## src/rtl/sum_bcd_display_pkg.sv

```systemverilog
// Shared types and constants for the BCD converter and 3-digit seven-segment scanner.
package sum_bcd_display_pkg;

    localparam int BCD_W = 12;

    typedef enum logic {
        IDLE = 1'b0,
        CONV = 1'b1
    } conv_state_t;

    localparam logic [6:0] SEG_BLANK = 7'b1111111;

    // Active-low {g,f,e,d,c,b,a}, element 0 is digit 0.
    localparam logic [0:9][6:0] SEG_LUT = {
        7'b1000000, 7'b1111001, 7'b0100100, 7'b0110000, 7'b0011001,
        7'b0010010, 7'b0000010, 7'b1111000, 7'b0000000, 7'b0010000
    };

    function automatic logic [6:0] seg_decode(input logic [3:0] nib);
        logic [6:0] seg;
        seg = SEG_BLANK;
        if (nib <= 4'd9) begin
            seg = SEG_LUT[nib];
        end
        return seg;
    endfunction

endpackage

```

## src/rtl/sum_bcd_display_bin_to_bcd.sv

```systemverilog
// Sequential double-dabble converter with start/busy/done handshake.
// state | meaning
// IDLE  | waiting for i_start; o_bcd holds the last result
// CONV  | one add-3/shift iteration per cycle, WIDTH iterations total
module bin_to_bcd
    import sum_bcd_display_pkg::*;
#(
    parameter int WIDTH = 9
) (
    input  logic             CLK,
    input  logic             RST_N,
    input  logic [WIDTH-1:0] i_value,
    input  logic             i_start,
    output logic             o_busy,
    output logic             o_done,
    output logic [BCD_W-1:0] o_bcd
);

    localparam int SW    = BCD_W + WIDTH;
    localparam int CNT_W = $clog2(WIDTH + 1);

    conv_state_t      state_q;
    logic [SW-1:0]    shift_q;
    logic [SW-1:0]    shift_d;
    logic [CNT_W-1:0] cnt_q;
    logic [BCD_W-1:0] adj;

    always_comb begin
        adj = shift_q[SW-1 -: BCD_W];
        for (int n = 0; n < 3; n++) begin
            if (adj[4*n +: 4] >= 4'd5) begin
                adj[4*n +: 4] = adj[4*n +: 4] + 4'd3;
            end
        end
        shift_d = {adj[BCD_W-2:0], shift_q[WIDTH-1:0], 1'b0};
    end

    always_ff @(posedge CLK or negedge RST_N) begin
        if (!RST_N) begin
            state_q <= IDLE;
            shift_q <= '0;
            cnt_q   <= '0;
            o_busy  <= 1'b0;
            o_done  <= 1'b0;
            o_bcd   <= '0;
        end else begin
            o_done <= 1'b0;
            case (state_q)
                IDLE: begin
                    if (i_start) begin
                        state_q <= CONV;
                        o_busy  <= 1'b1;
                        shift_q <= {{BCD_W{1'b0}}, i_value};
                        cnt_q   <= '0;
                    end
                end
                CONV: begin
                    shift_q <= shift_d;
                    cnt_q   <= cnt_q + CNT_W'(1);
                    // Final iteration publishes the freshly shifted BCD field directly.
                    if (cnt_q == CNT_W'(WIDTH - 1)) begin
                        state_q <= IDLE;
                        o_busy  <= 1'b0;
                        o_done  <= 1'b1;
                        o_bcd   <= shift_d[SW-1 -: BCD_W];
                    end
                end
                default: begin
                    state_q <= IDLE;
                    o_busy  <= 1'b0;
                end
            endcase
        end
    end

endmodule

```

## src/rtl/sum_bcd_display.sv

```systemverilog
// Result-path display: converts the binary sum to BCD and scans it onto a
// common-anode 3-digit seven-segment display with optional leading-zero blanking.
module sum_bcd_display
    import sum_bcd_display_pkg::*;
#(
    parameter int WIDTH       = 9,
    parameter int REFRESH_DIV = 16000,
    parameter int BLANK_LZ    = 1
) (
    input  logic             CLK,
    input  logic             RST_N,
    input  logic [WIDTH-1:0] i_value,
    input  logic             i_start,
    output logic             o_busy,
    output logic             o_done,
    output logic [BCD_W-1:0] o_bcd,
    output logic [6:0]       o_seg,
    output logic [2:0]       o_dig
);

    localparam int RC_W = (REFRESH_DIV > 1) ? $clog2(REFRESH_DIV) : 1;

    logic [RC_W-1:0] ref_cnt_q;
    logic [1:0]      dig_idx_q;
    logic [3:0]      hund;
    logic [3:0]      tens;
    logic [3:0]      units;
    logic            blank_h;
    logic            blank_t;
    logic            blank_sel;
    logic [3:0]      nib_sel;

    bin_to_bcd #(
        .WIDTH(WIDTH)
    ) u_bin_to_bcd (
        .CLK    (CLK),
        .RST_N  (RST_N),
        .i_value(i_value),
        .i_start(i_start),
        .o_busy (o_busy),
        .o_done (o_done),
        .o_bcd  (o_bcd)
    );

    always_ff @(posedge CLK or negedge RST_N) begin
        if (!RST_N) begin
            ref_cnt_q <= '0;
            dig_idx_q <= 2'd0;
        end else if (ref_cnt_q == RC_W'(REFRESH_DIV - 1)) begin
            ref_cnt_q <= '0;
            dig_idx_q <= (dig_idx_q == 2'd2) ? 2'd0 : dig_idx_q + 2'd1;
        end else begin
            ref_cnt_q <= ref_cnt_q + RC_W'(1);
        end
    end

    assign hund    = o_bcd[11:8];
    assign tens    = o_bcd[7:4];
    assign units   = o_bcd[3:0];
    assign blank_h = (BLANK_LZ != 0) && (hund == 4'd0);
    assign blank_t = blank_h && (tens == 4'd0);

    // A blanked digit keeps its enable asserted; only the segments go dark.
    always_comb begin
        nib_sel   = units;
        blank_sel = 1'b0;
        o_dig     = 3'b110;
        case (dig_idx_q)
            2'd1: begin
                nib_sel   = tens;
                blank_sel = blank_t;
                o_dig     = 3'b101;
            end
            2'd2: begin
                nib_sel   = hund;
                blank_sel = blank_h;
                o_dig     = 3'b011;
            end
            default: begin
                nib_sel   = units;
                blank_sel = 1'b0;
                o_dig     = 3'b110;
            end
        endcase
        o_seg = blank_sel ? SEG_BLANK : seg_decode(nib_sel);
    end

endmodule
```

## config.mk

```make
export PLATFORM = sky130hd
export DESIGN_NAME = sum_bcd_display
export DESIGN_NICKNAME = d
export VERILOG_FILES = /design/src/rtl/sum_bcd_display_pkg.sv /design/src/rtl/sum_bcd_display_bin_to_bcd.sv /design/src/rtl/sum_bcd_display.sv
export SDC_FILE = /design/constraint.sdc
export NUM_CORES = 1
export LEC_CHECK = 0
export BUFFER_PORTS_ARGS = -buffer_cell sky130_fd_sc_hd__buf_4
export CORE_MARGIN = 8
export CORE_UTILIZATION = 60
export DETAILED_ROUTE_END_ITERATION = 10
export GPL_TIMING_DRIVEN = 0
export PLACE_DENSITY = 0.78
export RECOVER_POWER = 25
export SYNTH_ARGS = -nofsm -noshare
export SYNTH_HDL_FRONTEND = slang
export SYNTH_SLANG_ARGS = --single-unit
```

## constraint.sdc

```tcl
create_clock -name CLK -period 5.35 [get_ports CLK]
set_clock_uncertainty 0.1 [all_clocks]
set_input_delay 0.535 -clock CLK [delete_from_list [all_inputs] [get_ports CLK]]
set_output_delay 0.535 -clock CLK [all_outputs]
set_load 0.05 [all_outputs]
```

==> metrics.txt <==
power per cell area approximately 590 nW/um2; Arr. time, crit path ~2.8 ns; total grt overflow 0; FMAX ~290 MHz; Clock Tree Root clkbuf_8; wire per inst roughly 15 um; vias in the first global route ~2300; Top Ports 36; Post-Synth XOR/XNOR Area 0.0350; GRT Util Overall 0.169; Setup crit end kind output port; DIE WIDTH approximately 87 um; final instance count without filler cells just over 400; period utilization 0.645; hold crit path type input pin to flip-flop; clock buffer depth 2; Core ar. about 4800 um2; Pleak 1.64 nW; initial core utilization 0.628; Max-Slew Margin vs Limit -0.890; sequential area share after synthesis 0.466; share of cells above drive strength 1 0.189; CTS Buf Count 5; Critical Path Fanout Max 8; Die Y a little under 90 um; via count ~2200; RSZ-0062 raised after global routing no; Final Hold Fails 0; complex-gate fraction of the synthesized area 0.152; DP HPWL roughly 4.5 mm; first-pass GRT wire length a little over 10 mm; CP startpoint kind flip-flop; Synth Area in Simple Gates 0.151; hold_buf cts 0; max-capacitance violation count 1; Max Slew Vio Count 57; fin nets around 370; vias per cell 5.54; DRT iter0 DRCs 77; failing checks capacitance limit, slew limit; drt pass-1 iters 5; Setup TNS 0 ns; placed insts 397; Setup violations, final 0; critical path required time 4.72 ns; Yosys reg bits 56; Port Buffer Count 35; # resized after CTS 0; number of setup buffers added after CTS 0; total power approximately 2 mW; Util after Layout 0.723; Hold Slack between 0.3 and 0.4 ns; initial antenna violation count 0; worst slew pin tran 2.83 ns; row cnt 25; worst skew pair latency slightly above 0.3 ns; area delta synth->final 15.1%; final wirelength 6.06 mm; main combinational cell family by area after synthesis compound AO/OA/AOI/OAI gates; number of diodes 0; CTS tree done; Syn Area/Cell a little over 10 um2; clock sink count 56; syn nets 327; die area approximately 7500 um2; outcome finished, violations left; mux contribution to synthesized area 0.0716; H-tree depth 2; largest net degree at the start of global routing 57; gpl congestion 0.822; antenna viol nets, final 0; synthesized area roughly 3000 um2; synth warn 0; Final Critical Period roughly 3.5 ns; Synth cell types between 40 and 50; Clock Pin Slew Worst Setup and Hold Paths 0.09 ns; worst setup path class flip-flop to output port; post-synthesis adder-cell area fraction 0.0833; Syn Inst Count 295; IR drop worst, VDD 0.332 mV; DRC viols 0
[stage by stage]
stage	instance area, um2	worst slack (ns)
CTS	3460	1.86
global route	3460	1.64
finish	3460	1.90
detailed placement	3350	2.21
global placement	3350	2.24
floorplan	3000	1.52
[final timing paths]
kind                                 startpoint                      end  slack [ns]  cells after the start
max                                dig_idx_q[0]                 o_seg[4]        1.90                     11
min                                  i_value[0]  u_bin_to_bcd.shift_q[0]        0.38                      3
max reg2reg                u_bin_to_bcd.state_q    u_bin_to_bcd.o_bcd[2]        3.62                      5
min reg2reg                        ref_cnt_q[0]             ref_cnt_q[0]        0.38                      1
max in group asynchronous                 RST_N             ref_cnt_q[6]        2.52                      1
min in group asynchronous                 RST_N  u_bin_to_bcd.shift_q[3]        1.03                      1
[area by class of cell]
type                            count  area [um2]
Clock buffer                        5        68.8
Clock inverter                      3        42.5
Timing Repair Buffer               35         259
Fill cell                         385        1330
Multi-Input combinational cell    210        1480
Buffer                             11        52.6
Tap cell                           67        83.8
Sequential cell                    56        1400
Inverter                           18        67.6
[synth_stat cells, drive strengths merged]
library cell,instances,share of area
dfrtp,56,0.47
nand2,33,0.041
o21ai,33,0.056
ha,20,0.083
inv,18,0.022
mux2i,17,0.057
nor2,13,0.017
a21oi,12,0.020
xnor2,8,0.023
nand3,7,0.015
buf,6,0.011
nor3b,6,0.015
o22ai,6,0.012
a21o,5,0.012
clkbuf,5,0.0067
a22o,4,0.012
and4,4,0.013
mux2,4,0.015
nand2b,4,0.0083
xor2,4,0.012
a22oi,3,0.0075
and2,3,0.0062
nand4,2,0.0042
nor4,2,0.0092
o211ai,2,0.0050
o21a,2,0.0050
o31ai,2,0.0050
or3,2,0.0046
a211o,1,0.0033
a32oi,1,0.0054
and2b,1,0.0025
and3,1,0.0021
and4bb,1,0.0042
nand3b,1,0.0025
nor2b,1,0.0021
nor3,1,0.0017
o21bai,1,0.0025
o221ai,1,0.0029
o311ai,1,0.0029
or4,1,0.0025
[metal layers]
metal / track usage / wire length [um] / vias to the layer above
met5: 0 / 0 / -
li1: - / - / 1114
met3: 0.0473 / 257 / 2
met2: 0.294 / 2970 / 36
met1: 0.202 / 2820 / 1093
met4: 0.0360 / 19 / 0
[sequential cells by signal, summed over array words and instances (netlist names)]
signal	count
dig_idx_q	2
ref_cnt_q	14
u_bin_to_bcd.cnt_q	4
u_bin_to_bcd.o_bcd	12
u_bin_to_bcd.o_busy	1
u_bin_to_bcd.o_done	1
u_bin_to_bcd.shift_q	21
u_bin_to_bcd.state_q	1
[worst max-delay path, cell delays in order (launching register included)]
cell,delay [ns]
dfrtp_1,0.39
inv_1,0.09
ha_1,0.31
buf_2,0.19
nor2_1,0.06
a21oi_1,0.33
inv_1,0.17
ha_1,0.25
o221ai_1,0.21
a32oi_2,0.13
o311ai_1,0.13
buf_4,0.25
[power breakdown]
group          switching, mW  internal, mW
Sequential             0.111         0.554
Clock                  0.135         0.139
Combinational          0.716         0.388
Total                  0.962          1.08
[kinds of logic (layout without fill, tap and decap cells)]
family	after synthesis	after routing
compound gates	74	74
xor+xnor	12	12
fa+ha+maj	20	20
buf+inv	29	72
flops	56	56
mux	21	21
simple gates	83	83
[placed cells by master, fill, tap and decap left out, types with 2 or more instances in the layout]
| cell type | instances |
|---|---|
| ha_1 | 20 |
| xor2_1 | 4 |
| clkbuf_8 | 5 |
| nand2_1 | 33 |
| clkbuf_1 | 5 |
| a21o_1 | 5 |
| buf_4 | 35 |
| nand4_1 | 2 |
| buf_2 | 5 |
| mux2_2 | 4 |
| a22oi_1 | 3 |
| and4_1 | 2 |
| xnor2_1 | 8 |
| nand3_2 | 2 |
| nor2_1 | 12 |
| o21a_1 | 2 |
| nand3_1 | 5 |
| a21oi_1 | 12 |
| inv_1 | 18 |
| mux2i_1 | 17 |
| a22o_1 | 4 |
| o22ai_1 | 6 |
| o21ai_0 | 32 |
| nand2b_1 | 4 |
| o211ai_1 | 2 |
| nor3b_1 | 6 |
| o31ai_1 | 2 |
| dfrtp_1 | 56 |
| and2_1 | 3 |
No activity file was read; power rests on OpenSTA's default activity.
